File: src/rtl/sccb_master_if.sv
`default_nettype none
// ============================================================================
// Module      : sccb_master_if
// Description : Request/response and open-drain pad signals of sccb_master.
// Revision    : 1.0 - initial release
// ============================================================================
interface sccb_master_if;
    logic       start;
    logic       writeNotRead;
    logic [6:0] deviceAddress;
    logic [7:0] registerAddress;
    logic [7:0] writeData;
    logic       busy;
    logic       done;
    logic       ackError;
    logic [7:0] readData;
    logic       SCL;
    logic       sdaDriven;
    logic       sdaIn;

    modport master (
        input  start, writeNotRead, deviceAddress, registerAddress, writeData, sdaIn,
        output busy, done, ackError, readData, SCL, sdaDriven
    );

    modport slave (
        output start, writeNotRead, deviceAddress, registerAddress, writeData, sdaIn,
        input  busy, done, ackError, readData, SCL, sdaDriven
    );
endinterface
`default_nettype wire

File: src/rtl/sccb_master.sv
`default_nettype none
// ============================================================================
// Module      : sccb_master
// Description : Single-transaction SCCB master (write, or two-phase read).
//               Optional NACK abort enabled by macro SCCB_ACK_CHECK_EN.
// Revision    : 1.0 - initial release
// ============================================================================
module sccb_master #(
    parameter int CLOCK_FREQUENCY = 74250000,
    parameter int SCCB_FREQUENCY  = 100000
) (
    input  logic          systemClock,
    input  logic          systemReset,
    sccb_master_if.master bus
);
    localparam int QUARTER = CLOCK_FREQUENCY / (4 * SCCB_FREQUENCY);
    localparam int QW      = (QUARTER > 1) ? $clog2(QUARTER) : 1;
    localparam logic [QW-1:0] C_Q_LAST = QW'(QUARTER - 1);

    generate
        if (QUARTER < 4) begin : g_quarter_check
            $error("sccb_master: CLOCK_FREQUENCY / (4*SCCB_FREQUENCY) must be >= 4");
        end
    endgenerate

    localparam logic [2:0] S_IDLE  = 3'd0;
    localparam logic [2:0] S_START = 3'd1;
    localparam logic [2:0] S_TXBIT = 3'd2;
    localparam logic [2:0] S_TXACK = 3'd3;
    localparam logic [2:0] S_RXBIT = 3'd4;
    localparam logic [2:0] S_MNACK = 3'd5;
    localparam logic [2:0] S_STOP  = 3'd6;
    localparam logic [2:0] S_DONE  = 3'd7;

    logic [2:0]    r_state;
    logic [QW-1:0] r_qcnt;
    logic [1:0]    r_quarter;
    logic [2:0]    r_bit;
    logic [1:0]    r_byte;
    logic          r_phase2;
    logic          r_wnr;
    logic [6:0]    r_dev;
    logic [7:0]    r_reg;
    logic [7:0]    r_wdata;
    logic [7:0]    r_tx;
    logic [7:0]    r_rx;
    logic [7:0]    r_read_data;
    logic          r_sda_meta;
    logic          r_sda_sync;

    logic          w_q_end;
    logic          w_sample;
    logic          w_cell_end;
    logic          w_nack;
    logic [1:0]    w_load_idx;
    logic [7:0]    w_load_byte;
    logic          w_scl;
    logic          w_sda_high;

    assign w_q_end    = (r_qcnt == C_Q_LAST);
    assign w_sample   = w_q_end && (r_quarter == 2'd2);
    assign w_cell_end = w_q_end && (r_quarter == 2'd3);

    // Byte to shift out next: index 0 when leaving START, otherwise the one after r_byte.
    always_comb begin
        w_load_idx  = (r_state == S_TXACK) ? (r_byte + 2'd1) : 2'd0;
        w_load_byte = r_wdata;
        if (r_phase2) begin
            w_load_byte = {r_dev, 1'b1};
        end else begin
            case (w_load_idx)
                2'd0:    w_load_byte = {r_dev, 1'b0};
                2'd1:    w_load_byte = r_reg;
                default: w_load_byte = r_wdata;
            endcase
        end
    end

`ifdef SCCB_ACK_CHECK_EN
    logic r_ack_sample;
    logic r_ack_error;

    always_ff @(posedge systemClock) begin
        if (systemReset) begin
            r_ack_sample <= 1'b0;
            r_ack_error  <= 1'b0;
        end else begin
            if (r_state == S_IDLE && bus.start) begin
                r_ack_sample <= 1'b0;
                r_ack_error  <= 1'b0;
            end else if (r_state == S_TXACK && w_sample) begin
                r_ack_sample <= r_sda_sync;
            end
            if (r_state == S_TXACK && w_cell_end && r_ack_sample) begin
                r_ack_error <= 1'b1;
            end
        end
    end

    assign w_nack       = r_ack_sample;
    assign bus.ackError = r_ack_error;
`else
    assign w_nack       = 1'b0;
    assign bus.ackError = 1'b0;
`endif

    always_ff @(posedge systemClock) begin
        if (systemReset) begin
            r_state     <= S_IDLE;
            r_qcnt      <= '0;
            r_quarter   <= 2'd0;
            r_bit       <= 3'd0;
            r_byte      <= 2'd0;
            r_phase2    <= 1'b0;
            r_wnr       <= 1'b0;
            r_dev       <= 7'd0;
            r_reg       <= 8'd0;
            r_wdata     <= 8'd0;
            r_tx        <= 8'd0;
            r_rx        <= 8'd0;
            r_read_data <= 8'd0;
            r_sda_meta  <= 1'b1;
            r_sda_sync  <= 1'b1;
        end else begin
            r_sda_meta <= bus.sdaIn;
            r_sda_sync <= r_sda_meta;

            if (r_state == S_IDLE || r_state == S_DONE) begin
                r_qcnt    <= '0;
                r_quarter <= 2'd0;
            end else if (w_q_end) begin
                r_qcnt    <= '0;
                r_quarter <= r_quarter + 2'd1;
            end else begin
                r_qcnt <= r_qcnt + QW'(1);
            end

            case (r_state)
                S_IDLE: begin
                    if (bus.start) begin
                        r_wnr    <= bus.writeNotRead;
                        r_dev    <= bus.deviceAddress;
                        r_reg    <= bus.registerAddress;
                        r_wdata  <= bus.writeData;
                        r_byte   <= 2'd0;
                        r_phase2 <= 1'b0;
                        r_state  <= S_START;
                    end
                end
                S_START: begin
                    if (w_cell_end) begin
                        r_tx    <= w_load_byte;
                        r_bit   <= 3'd0;
                        r_state <= S_TXBIT;
                    end
                end
                S_TXBIT: begin
                    if (w_cell_end) begin
                        r_tx <= {r_tx[6:0], 1'b0};
                        if (r_bit == 3'd7) begin
                            r_state <= S_TXACK;
                        end else begin
                            r_bit <= r_bit + 3'd1;
                        end
                    end
                end
                S_TXACK: begin
                    if (w_cell_end) begin
                        if (w_nack) begin
                            r_state <= S_STOP;
                        end else if (r_phase2) begin
                            r_bit   <= 3'd0;
                            r_state <= S_RXBIT;
                        end else if (r_byte == 2'd2 || (r_byte == 2'd1 && !r_wnr)) begin
                            r_state <= S_STOP;
                        end else begin
                            r_byte  <= r_byte + 2'd1;
                            r_tx    <= w_load_byte;
                            r_bit   <= 3'd0;
                            r_state <= S_TXBIT;
                        end
                    end
                end
                S_RXBIT: begin
                    if (w_sample) begin
                        r_rx <= {r_rx[6:0], r_sda_sync};
                    end
                    if (w_cell_end) begin
                        if (r_bit == 3'd7) begin
                            r_state <= S_MNACK;
                        end else begin
                            r_bit <= r_bit + 3'd1;
                        end
                    end
                end
                S_MNACK: begin
                    if (w_cell_end) begin
                        r_state <= S_STOP;
                    end
                end
                S_STOP: begin
                    if (w_cell_end) begin
                        // A read turns around here: second START re-addresses the slave for reading.
                        if (!r_wnr && !r_phase2 && !w_nack) begin
                            r_phase2 <= 1'b1;
                            r_byte   <= 2'd0;
                            r_state  <= S_START;
                        end else begin
                            if (!r_wnr && r_phase2 && !w_nack) begin
                                r_read_data <= r_rx;
                            end
                            r_state <= S_DONE;
                        end
                    end
                end
                S_DONE: begin
                    r_state <= S_IDLE;
                end
                default: begin
                    r_state <= S_IDLE;
                end
            endcase
        end
    end

    always_comb begin
        w_scl      = 1'b1;
        w_sda_high = 1'b1;
        case (r_state)
            S_START: begin
                w_scl      = 1'b1;
                w_sda_high = ~r_quarter[1];
            end
            S_TXBIT: begin
                w_scl      = r_quarter[1];
                w_sda_high = r_tx[7];
            end
            S_TXACK, S_RXBIT, S_MNACK: begin
                w_scl      = r_quarter[1];
                w_sda_high = 1'b1;
            end
            S_STOP: begin
                w_scl      = (r_quarter != 2'd0);
                w_sda_high = (r_quarter == 2'd3);
            end
            default: begin
                w_scl      = 1'b1;
                w_sda_high = 1'b1;
            end
        endcase
    end

    assign bus.SCL       = w_scl;
    assign bus.sdaDriven = ~w_sda_high;
    assign bus.busy      = (r_state != S_IDLE) && (r_state != S_DONE);
    assign bus.done      = (r_state == S_DONE);
    assign bus.readData  = r_read_data;

endmodule
`default_nettype wire
File: src/flat_wrapper.sv
// flat-port wrapper written by rule: the top's interface ports become plain ports
module sccb_master_flat 
#(
    parameter int CLOCK_FREQUENCY = 74250000,
    parameter int SCCB_FREQUENCY  = 100000
)
  (systemClock, systemReset, bus_start, bus_writeNotRead, bus_deviceAddress, bus_registerAddress, bus_writeData, bus_sdaIn, bus_busy, bus_done, bus_ackError, bus_readData, bus_SCL, bus_sdaDriven);
  sccb_master_if bus_i ();
  input  logic systemClock;
  input  logic systemReset;
  input wire logic [$bits(bus_i.start)-1:0] bus_start;
  input wire logic [$bits(bus_i.writeNotRead)-1:0] bus_writeNotRead;
  input wire logic [$bits(bus_i.deviceAddress)-1:0] bus_deviceAddress;
  input wire logic [$bits(bus_i.registerAddress)-1:0] bus_registerAddress;
  input wire logic [$bits(bus_i.writeData)-1:0] bus_writeData;
  input wire logic [$bits(bus_i.sdaIn)-1:0] bus_sdaIn;
  output wire logic [$bits(bus_i.busy)-1:0] bus_busy;
  output wire logic [$bits(bus_i.done)-1:0] bus_done;
  output wire logic [$bits(bus_i.ackError)-1:0] bus_ackError;
  output wire logic [$bits(bus_i.readData)-1:0] bus_readData;
  output wire logic [$bits(bus_i.SCL)-1:0] bus_SCL;
  output wire logic [$bits(bus_i.sdaDriven)-1:0] bus_sdaDriven;
  assign bus_i.start = bus_start;
  assign bus_i.writeNotRead = bus_writeNotRead;
  assign bus_i.deviceAddress = bus_deviceAddress;
  assign bus_i.registerAddress = bus_registerAddress;
  assign bus_i.writeData = bus_writeData;
  assign bus_i.sdaIn = bus_sdaIn;
  assign bus_busy = bus_i.busy;
  assign bus_done = bus_i.done;
  assign bus_ackError = bus_i.ackError;
  assign bus_readData = bus_i.readData;
  assign bus_SCL = bus_i.SCL;
  assign bus_sdaDriven = bus_i.sdaDriven;
  sccb_master #(.CLOCK_FREQUENCY(CLOCK_FREQUENCY), .SCCB_FREQUENCY(SCCB_FREQUENCY)) u_core (.systemClock(systemClock), .systemReset(systemReset), .bus(bus_i));
endmodule
File: config.mk
export PLATFORM = sky130hd
export DESIGN_NAME = sccb_master_flat
export DESIGN_NICKNAME = d
export VERILOG_FILES = /design/src/rtl/sccb_master_if.sv /design/src/rtl/sccb_master.sv /design/src/flat_wrapper.sv
export SDC_FILE = /design/constraint.sdc
export NUM_CORES = 1
export LEC_CHECK = 0
export BUFFER_PORTS_ARGS = -buffer_cell sky130_fd_sc_hd__buf_4
export CELL_PAD_IN_SITES_DETAIL_PLACEMENT = 0
export CELL_PAD_IN_SITES_GLOBAL_PLACEMENT = 1
export CORE_MARGIN = 5
export CORE_UTILIZATION = 35
export DETAILED_ROUTE_END_ITERATION = 8
export GPL_TIMING_DRIVEN = 0
export HOLD_SLACK_MARGIN = 0.06
export PLACE_DENSITY_LB_ADDON = 0.1
export SYNTH_ARGS = -nofsm -noshare
export SYNTH_HDL_FRONTEND = slang
export SYNTH_SLANG_ARGS = --single-unit
File: constraint.sdc
create_clock -name systemClock -period 2.1 [get_ports systemClock]
set_input_delay 0 -clock systemClock [delete_from_list [all_inputs] [get_ports systemClock]]
set_output_delay 0 -clock systemClock [all_outputs]
set_load 0.02 [all_outputs]
# == After elaboration in Yosys (flattened, before gate mapping) ==
# Index checks and enable logic that the tools add are counted.
# word_totals
register_bits,69
input_bits,28
out_inout_bits,13
wordCells,124
# classes
addsub,4
n_eq_ne,30
muxes,42
bitwise_logic,3
n_reduce_logical,30
# op_table
cell,count
two-way mux 3 bit,18
two-way mux 8 bit,6
case mux 3 bit (8 select lines),1
case mux 8 bit (3 select lines),1
inequality test 2 x 1 -> 1 bit (second input constant),10
case mux 8 bit (2 select lines),1
equality test 3 bit (second input constant),5
two-way mux 2 bit,7
AND reduction 6 bit,2
nonzero test 3 bit,4
case mux 3 bit (3 select lines),1
AND reduction 9 bit,1
adder 8 x 1 -> 8 bit (second input constant),1
equality test 8 bit (second input constant),1
inequality test 2 bit (second input constant),4
AND reduction 4 bit,2
AND reduction 7 bit,1
equality test 2 bit (second input constant),3
equality test 3 x 2 -> 1 bit (second input constant),2
logical AND 1 bit,6
case mux 2 bit (3 select lines),1
adder 2 x 1 -> 2 bit (second input constant),2
equality test 2 x 1 -> 1 bit (second input constant),2
case mux 1 bit (2 select lines),2
16 further kinds,25

# == Logic depth before layout (Yosys ltp) ==
# Gate-level depths: netlist of run 1.
# depth
depth_word,9
mapped_depth,8
mapped_depth_nobuf,7

# == Worst setup path after synthesis of run 1 ==
# No wires, ideal clock.
# synth_timing
kind,register to register
from,register u_core.r_quarter[1]
to,register u_core.r_bit[0]
setup_time_ns,0.121
arrival_ns,1.850
t_required_ns,1.979
setup_slack_ns,0.129
stages_incl_launch_ff,7
path_buffers,0
synth_period_minus_slack_ns,1.971
path_cell_list,dfxtp_1 > ha_1 > nand4b_4 > or3_4 > o2bb2ai_1 > a211o_1 > mux2_4
# synth_between
elab_chain_cells,4
elab_cells_between_ends,6
cone_classes,eq/ne: 4; reduce/logical: 2
# synth_lines
element,line,rtl
start: declaration,sccb_master.sv:37,logic [1:0] r_quarter;
start signal: assignment,sccb_master.sv:133,r_quarter <= r_quarter + 2'd1;
equality test 2 bit (*),sccb_master.sv:62,assign w_cell_end = w_q_end && (r_quarter == 2'd3);
logical AND 1 bit (*),sccb_master.sv:62,
inequality test 2 x 1 -> 1 bit (no line),n/a,
AND reduction 6 bit (no line) (*),n/a,
end signal: assignment,sccb_master.sv:163,r_bit <= r_bit + 3'd1;
end signal: assignment,sccb_master.sv:192,r_bit <= r_bit + 3'd1;
end: declaration,sccb_master.sv:38,logic [2:0] r_bit;
# Every way passes the cells marked *; elsewhere a longest branch is shown, timed or not.
# A chain may end at the register's enable or synchronous reset.

# == Worst setup path after layout of run 1 ==
# layout_timing
from,register u_core.r_qcnt[1]
to,register u_core.r_bit[0]
# layout_between
elab_chain_cells,4
elab_cells_between_ends,6
cone_classes,eq/ne: 4; reduce/logical: 2
# layout_lines
element,line,rtl
start: declaration,sccb_master.sv:36,logic [QW-1:0] r_qcnt;
start signal: assignment,sccb_master.sv:135,r_qcnt <= r_qcnt + QW'(1);
equality test 8 bit (*),sccb_master.sv:60,assign w_q_end = (r_qcnt == C_Q_LAST);
logical AND 1 bit (*),sccb_master.sv:62,
inequality test 2 x 1 -> 1 bit (no line),n/a,
AND reduction 6 bit (no line) (*),n/a,
# Marks and branches as above.

==> results of run 1 <==
==> stage by stage <==
step	area [um2]	power, mW	utilization (%)
6_report	4218	3.242	47.90
5_1_grt	4218	3.418	47.90
4_1_cts	4120	3.257	46.79
3_5_place_dp	3621	1.964	41.12
3_3_place_gp	3621	1.957	41.12
2_1_floorplan	3201	1.784	-
==> critical path, delay by kind of cell (launching register included) <==
| kind | cells | cell delay, ns |
|---|---|---|
| flops | 1 | 0.34 |
| fa+ha+maj | 1 | 0.15 |
| simple gates | 2 | 0.56 |
| mux | 1 | 0.31 |
| buf+inv | 1 | 0.08 |
| compound gates | 2 | 0.46 |
==> per-layer routing <==
layer | routed length (um) | up-vias | global-route usage [%]
met3 | 242 | 8 | 2.934
li1 | - | 1443 | -
met5 | 0 | - | 0
met2 | 3713 | 33 | 24.18
met4 | 98 | 0 | 5.550
met1 | 3718 | 1302 | 19.25
==> layout by cell type (no fill, tap or decap), drive strengths merged, types with 2 or more instances in the layout <==
cell,n
dfxtp,69
nand2,60
buf,51
nor2,49
a21oi,34
dlygate4sd3,25
clkbuf,25
mux2i,22
inv,10
ha,9
nand2b,8
a211oi,8
o21ai,7
nor3,7
nor2b,6
nand3,6
a32oi,6
a221oi,6
xnor2,4
or2,4
xor2,4
or3,4
o41ai,2
nand4b,2
nor4,2
and3b,2
o221ai,2
bufinv,2
nor4b,2
nor3b,2
==> path summary, 6_finish.rpt <==
| kind | endpoint | slack [ns] | cells after the start |
|---|---|---|---|
| min | u_core.r_wnr | 0.10 | 4 |
| max reg2reg | u_core.r_bit[0] | 0.09 | 7 |
| max | u_core.r_bit[0] | 0.09 | 7 |
| min reg2reg | u_core.r_sda_sync | 0.41 | 1 |
==> timing repair <==
action,in CTS,in global routing
gates resized for setup,6,25
hold endpoints to repair,25,0
pin swaps,1,3
setup endpoints to repair,8,56
buffers inserted,0,5
hold buffers,25,0
==> cell families (layout without fill, tap and decap cells) <==
group	Yosys count	in the layout	share of synthesized area [%]
AOI/OAI and AO/OA	71	71	14.31
muxes	23	23	7.349
buffers and inverters	33	115	4.300
and+or+nand+nor	159	159	25.06
adders and majority gates	9	9	3.518
other	1	1	0.1172
DFF	69	69	43.16
xor gates and xnor gates	8	8	2.189
==> cell type report <==
class                   count  area, um2  share of cell area (%)
clock inverters             6      93.84                   2.225
inverters                   8      30.03                  0.7120
clock buffers              10      137.6                   3.263
flip-flops and latches     69       1391                   32.99
repair buffers             68      585.6                   13.88
multi-input cells         271       1734                   41.12
well taps                 108      135.1                   3.204
plain buffers              23      110.1                   2.611
==> power by group <==
part | internal (mW) | switching (mW)
logic | 0.246 | 0.312
registers | 1.37 | 0.0629
clock network | 0.711 | 0.536
total | 2.33 | 0.911
==> results.cfg, run 1 <==
[synth]
synth_edf_count = 0
yosys.area.top_type = dfxtp_1
syn_avg_cell_area_um2 = 8.581
synthCells = 373
ys_top_cells_by_area = dfxtp_1, nand2_1, mux2i_1
synth.most_common_cell = dfxtp_1
synthDistinctLibCells = 46
ys_seq_elements = 69
syn_area_mm2 = 0.003201
synth_top_cell_area_share_pct = 43.16
synthArstFlopShare_pct = 0
syn-num-nets = 410
synth_ff_type = dfxtp_1
ys_warn_count = 0
yosys-top-cells-count = dfxtp_1, nand2_1, nor2_1, a21oi_1, mux2i_1
yosysSeqAreaShare_pct = 43.16

[floorplan]
die_w_um = 105.6
die_h_um = 105.6
dieArea_mm2 = 0.01116
initial_core_util_pct = 36.35
pin_count = 41
row_count = 34
coreArea_mm2 = 0.008806

[clocking]
root_buffer = clkbuf_8
cts_tree = built
cts_made_buffers = 9
path_clk_slew_ns = 0.08
insertion_delay_ns = 0.34
h-tree-depth = 3
cts_num_sinks = 69
ctsLongestPathBuffers = 2

[placed_design]
place_ws_ns = -0.2575
io_buffers = 38
place_congestion = 0.7805
dp_hpwl_um = 5568
dpl.cell_count = 519

[final_layout]
fill_cells = 897
drive_above_1_share_pct = 21.54
diodes = 0
syn_to_final_growth_pct = 31.78
fin_cells = 563
nets = 487

[setup_path]
worstSetupStartpoint = u_core.r_qcnt[1]
r2r-start = u_core.r_qcnt[1]
crit_type = reg2reg
cpPeakStageDelay_ns = 0.44
endpoint_kind = flop
cp_data_arrival_time_ns = 2.25
critPathRequiredTime_ns = 2.34
path_max_fanout = 4
worstPathCellList = inv_1 -> ha_4 -> nand4b_4 -> or3_4 -> o2bb2ai_1 -> a211o_1 -> mux2_4
crit_slowest_cell = or3_4
start_kind = flop

[sta]
post-route-period-util_pct = 95.95
setup_tns_ns = 0
final_hold_viol_count = 0
clock.fmax_mhz = 496.3
setup_viol = 0
rsz0062_at_grt = yes
finalClockSkew_ns = 0.007216
worst_pin_slew_ns = 0.5979
timing.hold.ws_ns = 0.1035
worst_slack_ns = 0.08507
timing.slew.headroom_pct = 59.97
post-route-min-period_ns = 2.015
drv_slew = 0

[worst_hold_path]
hp-class = in2reg
hold_start = bus_start

[run_status]
outcome = finished clean

[global_route]
grt_pass1_wl_um = 13420
grt_max_degree = 14
antenna_found_initial = 0
grt-ovfl-total = 0
grt_pass1_vias = 2818
grt_usage_pct = 14.77

[power]
vdd_drop_max_mv = 0.2643
power_density_mw_per_mm2 = 768.7
p_leak_nw = 1.705

[drt]
num_vias = 2786
wl_per_cell_um = 13.80
drtAntennaViolNets = 0
first_pass_iters = 4
drc_errors = 0
via_per_inst = 4.948
drt_iter0_markers = 56
drt_wl_total_um = 7772

[run]
drv_cap = 0
Power figures use the tool's default switching activity.
==> inputs of run 2 (changes only) <==
==> constraint.sdc (replaced) <==
create_clock -name systemClock -period 2.1 [get_ports systemClock]
set_input_delay 0.315 -clock systemClock [delete_from_list [all_inputs] [get_ports systemClock]]
set_output_delay 0.315 -clock systemClock [all_outputs]
set_load 0.02 [all_outputs]
==> run 2 against run 1 <==
  * Global-route usage is 0.53 points lower
  * Worst setup slack better by 0.0047 ns
  * Clock power is essentially flat
  * Sequential cell count stayed put
  * Critical path type unchanged
  * Clock-buffer cell count stayed put
  * Routed wire length shrank 1.7%
  * Die area unchanged
==> results.cfg, run 2 (synthesis gave the netlist of run 1 again) <==
[run_status]
outcome = finished clean

[sta]
timing.hold.ws_ns = 0.1541
post-route-period-util_pct = 95.72
setup_viol = 0
worst_slack_ns = 0.08981
post-route-min-period_ns = 2.010
drv_slew = 0
timing.slew.headroom_pct = 60.26
clock.fmax_mhz = 497.5
worst_pin_slew_ns = 0.5936
final_hold_viol_count = 0
finalClockSkew_ns = 0.007240
setup_tns_ns = 0

[power]
power_density_mw_per_mm2 = 805.5
p_leak_nw = 1.609
vdd_drop_max_mv = 0.2551

[clocking]
cts_made_buffers = 9
ctsLongestPathBuffers = 2
root_buffer = clkbuf_8
h-tree-depth = 3
path_clk_slew_ns = 0.08
cts_tree = built
insertion_delay_ns = 0.34
ctsHoldBuffers = 0
cts_num_sinks = 69

[placed_design]
dpl.cell_count = 519
place_congestion = 0.7805
io_buffers = 38
dp_hpwl_um = 5568
place_ws_ns = -0.2575

[setup_path]
rr_worst_depth = 7
path_max_fanout = 4
r2r-start = u_core.r_qcnt[1]
critPathRequiredTime_ns = 2.34
worstPathCellList = inv_1 -> ha_4 -> nand4b_4 -> or3_4 -> o2bb2ai_1 -> a211o_1 -> mux2_4
crit_buf_inv = 1
start_kind = flop
worstSetupStartpoint = u_core.r_qcnt[1]
cp_data_arrival_time_ns = 2.25
crit_slowest_cell = or3_4
cpPeakStageDelay_ns = 0.44
r2r-end = u_core.r_bit[0]
r2r_setup_slack_ns = 0.09
crit_type = reg2reg
endpoint_kind = flop
cp_top_family = simple AND/OR/NAND/NOR gates

[worst_hold_path]
hold_end = u_core.r_sda_meta
worst_hold_path.num_cells = 2
hp-class = in2reg
hold_start = bus_sdaIn

[global_route]
use_met2_pct = 23.18
use_met3_pct = 3.056
grt-ovfl-total = 0
busiest_layer = met2
grt_usage_pct = 14.24
grt_max_degree = 14
antenna_found_initial = 0
grt_pass1_vias = 2675
grt_pass1_wl_um = 12870
met1_usage_pct = 18.46

[final_layout]
syn_to_final_growth_pct = 24.39
drive_above_1_share_pct = 23.02
layout_common_cells = dfxtp_1, nand2_1, nor2_1, buf_4, a21oi_1
final_common_cell = dfxtp_1
nets = 462
fin_cells = 538
diodes = 0
fill_cells = 919

[floorplan]
dieArea_mm2 = 0.01116
initial_core_util_pct = 36.35
die_w_um = 105.6
pin_count = 41
die_h_um = 105.6
row_count = 34
coreArea_mm2 = 0.008806

[drt]
wl_per_cell_um = 14.20
via_per_inst = 5.041
drc_errors = 0
drt_wl_total_um = 7639
drt_iter0_markers = 59
first_pass_iters = 4
drtAntennaViolNets = 0
num_vias = 2712

[run]
drv_cap = 0
run 2: cell types whose count changed in the layout (fill, tap and decap cells not counted), sizes merged:
cell and delta:
buf +3, clkbuf -3, dlygate4sd3 -25
run 2: worst max-delay path by stage:
stage | end | cells past startpoint
6_report | u_core.r_bit[0] | 7
5_1_grt | bus_sdaDriven | 5
4_1_cts | bus_sdaDriven | 4
3_5_place_dp | u_core.r_tx[2] | 7
3_3_place_gp | u_core.r_tx[2] | 7
2_1_floorplan | u_core.r_bit[0] | 6
run 2: metrics by stage:
step                      power (mW)  instance area [um2]  util [%]
after global routing           3.380                 3981     45.21
after detailed placement       1.964                 3621     41.12
final                          3.207                 3981     45.21
after global placement         1.957                 3621     41.12
after floorplan                1.784                 3201         -
after CTS                      3.218                 3874     43.99
run 2: layout make-up:
class / instances / area [um2] / area share (%)
Inverter: 8 / 30.03 / 0.7542
Multi-Input combinational cell: 271 / 1744 / 43.81
Sequential cell: 69 / 1391 / 34.95
Clock inverter: 6 / 93.84 / 2.357
Clock buffer: 10 / 137.6 / 3.457
Tap cell: 108 / 135.1 / 3.394
Timing Repair Buffer: 43 / 335.3 / 8.422
Buffer: 23 / 113.9 / 2.860
run 2: report_power, final:
group / internal (mW) / total (mW) / switching, mW
combinational: 0.217 / 0.523 / 0.306
clock: 0.711 / 1.25 / 0.537
sequential: 1.37 / 1.44 / 0.0618
run 2: what timing repair did:
action                                  4_1_cts  5_1_grt
gates resized for setup                       9       25
setup buffers                                 0        5
endpoints found under the setup margin       11       47
pin swaps                                     1        3
run 2: layer usage:
layer | part of all wire, % | vias up
li1 | - | 1386
met1 | 47 | 1269
met2 | 47 | 47
met3 | 4.1 | 10
met4 | 1.5 | 0
met5 | 0 | -
==> inputs of run 3 (changes only) <==
--- a/config.mk
+++ b/config.mk
@@ -14,6 +14,7 @@
 export GPL_TIMING_DRIVEN = 0
 export HOLD_SLACK_MARGIN = 0.06
 export PLACE_DENSITY_LB_ADDON = 0.1
+export SETUP_SLACK_MARGIN = 0.3
 export SYNTH_ARGS = -nofsm -noshare
 export SYNTH_HDL_FRONTEND = slang
 export SYNTH_SLANG_ARGS = --single-unit
==> run 3 against run 2 <==
  * Largest power group unchanged
  * Combinational power is 35% higher
  * Sequential power hardly changed
  * Clock-buffer cell count is 1 higher
  * First-iteration DRC count is 41% higher
  * Cell count is 4.8% higher
  * Worst setup slack better by 0.14 ns
==> results.cfg, run 3 (synthesis gave the netlist of run 1 again) <==
[run_status]
outcome = finished clean

[final_layout]
final_common_cell = buf_4
nets = 488
layout_common_cells = buf_4, dfxtp_1, nand2_1, nor2_1, a21oi_1
drive_above_1_share_pct = 35.09
syn_to_final_growth_pct = 39.33
diodes = 0
final_area_mm2 = 0.004459
fin_util_pct = 50.64

[global_route]
grt-ovfl-total = 0
grt_pass1_wl_um = 13280
antenna_found_initial = 0
grt_pass1_vias = 2714
grt_usage_pct = 14.83
grt_max_degree = 14

[drt]
drt_wl_total_um = 8352
first_pass_iters = 4
drt_iter0_markers = 83
via_per_inst = 5.053
num_vias = 2850
wl_per_cell_um = 14.81
drtAntennaViolNets = 0
drc_errors = 0

[sta]
clock.fmax_mhz = 533.5
final_hold_viol_count = 0
post-route-period-util_pct = 89.26
worst_pin_slew_ns = 0.6182
worst_slack_ns = 0.2256
drv_slew = 0
post-route-min-period_ns = 1.874
setup_viol = 0
finalClockSkew_ns = 0.01248
timing.slew.headroom_pct = 58.79
rsz0062_at_grt = yes

[clocking]
ctsLongestPathBuffers = 2
root_buffer = clkbuf_8
cts_num_sinks = 69
cts_tree = built
ctsHoldBuffers = 0
cts_made_buffers = 9
path_clk_slew_ns = 0.08
insertion_delay_ns = 0.35
h-tree-depth = 3

[power]
pwr-share-seq_pct = 44.2
switching_share_pct = 30.02
power_switching_uw = 964.5
power_density_mw_per_mm2 = 720.6
combPwrFrac_pct = 21.9
p_clk_share_pct = 33.8
intPower_mw = 2.249
vdd_drop_max_mv = 0.2865
p_leak_nw = 1.805

[run]
drv_cap = 0

[setup_path]
endpoint_kind = flop
r2r-start = u_core.r_qcnt[0]
critPathRequiredTime_ns = 2.34
crit_type = reg2reg
r2r_setup_slack_ns = 0.23
r2r-end = u_core.r_bit[0]
rr_worst_depth = 7
cp_data_arrival_time_ns = 2.12
start_kind = flop
path_max_fanout = 3

[placed_design]
io_buffers = 38
place_ws_ns = -0.2967
place_congestion = 0.7859
placed_area_mm2 = 0.003667
dp_hpwl_um = 5562

[floorplan]
row_count = 34
initial_core_util_pct = 36.35
die_w_um = 105.6
coreArea_mm2 = 0.008806
dieArea_mm2 = 0.01116
pin_count = 41
die_h_um = 105.6

[worst_hold_path]
hp-class = in2reg
hold_end = u_core.r_sda_meta
hold_start = bus_sdaIn
worst_hold_path.num_cells = 2
-- run 3: changes by cell type in the layout (fill, tap and decap cells not counted), sizes merged --
cell      delta
inv          -1
clkinv       -1
bufinv       -2
clkbuf       +2
bufbuf       +1
clkinvlp     +3
buf         +24
-- run 3: worst max path at each step --
stage / start / end / slack [ns]
after floorplan: u_core.r_qcnt[1] / u_core.r_bit[0] / 0.22
after global placement: u_core.r_state[0] / u_core.r_tx[2] / -0.25
after detailed placement: u_core.r_state[0] / u_core.r_tx[2] / -0.30
after CTS: u_core.r_qcnt[0] / u_core.r_bit[0] / 0.18
after global routing: u_core.r_qcnt[4] / u_core.r_tx[5] / 0.12
final: u_core.r_qcnt[0] / u_core.r_bit[0] / 0.23
-- run 3: repair_timing --
item | 4_1_cts | 5_1_grt
buffers inserted | 18 | 10
gates resized for setup | 55 | 40
endpoints found under the setup margin | 64 | 63
endpoints found under the hold margin | 0 | 0
pin swaps | 14 | 14
gates cloned | 1 | 0
-- run 3: critical path, cell delays in order, from the launching register on --
cell	delay, ns
dfxtp_4	0.35
inv_2	0.05
ha_4	0.14
nand4b_4	0.11
or3_4	0.41
o2bb2ai_2	0.13
a211o_1	0.27
mux2_4	0.30
-- run 3: cell type report --
type	instances	area, um2
Buffer	25	212.7
Clock buffer	11	162.7
Clock inverter	5	40.04
Fill cell	867	4347
Inverter	8	33.78
Multi-Input combinational cell	271	1919
Sequential cell	69	1405
Tap cell	108	135.1
Timing Repair Buffer	67	550.5
-- run 3: per-stage QoR --
step	total power, mW	instances	hold slack (ns)	setup TNS (ns)
after detailed placement	1.977	519	0.3983	-1.464
final	3.213	564	0.1474	0
after global routing	3.383	564	0.1351	0
after global placement	1.972	519	0.4005	-1.279
after CTS	3.176	554	0.1374	0
after floorplan	1.798	373	0.3895	0
-- run 3: power by group through the flow --
| stage | Sequential [mW] | Clock, mW | Combinational (mW) |
|---|---|---|---|
| floorplan | 1.43 | 0 | 0.365 |
| global placement | 1.45 | 0 | 0.519 |
| detailed placement | 1.45 | 0 | 0.524 |
| CTS | 1.42 | 1.11 | 0.644 |
| global route | 1.43 | 1.18 | 0.769 |
| finish | 1.42 | 1.09 | 0.705 |
-- run 3: routing by layer --
| metal | vias up | routed length [um] | GRT usage (%) |
|---|---|---|---|
| li1 | 1449 | - | - |
| met1 | 1324 | 3784 | 19.06 |
| met2 | 61 | 4051 | 24.36 |
| met3 | 16 | 347 | 3.178 |
| met4 | 0 | 168 | 5.735 |
| met5 | - | 0 | 0 |
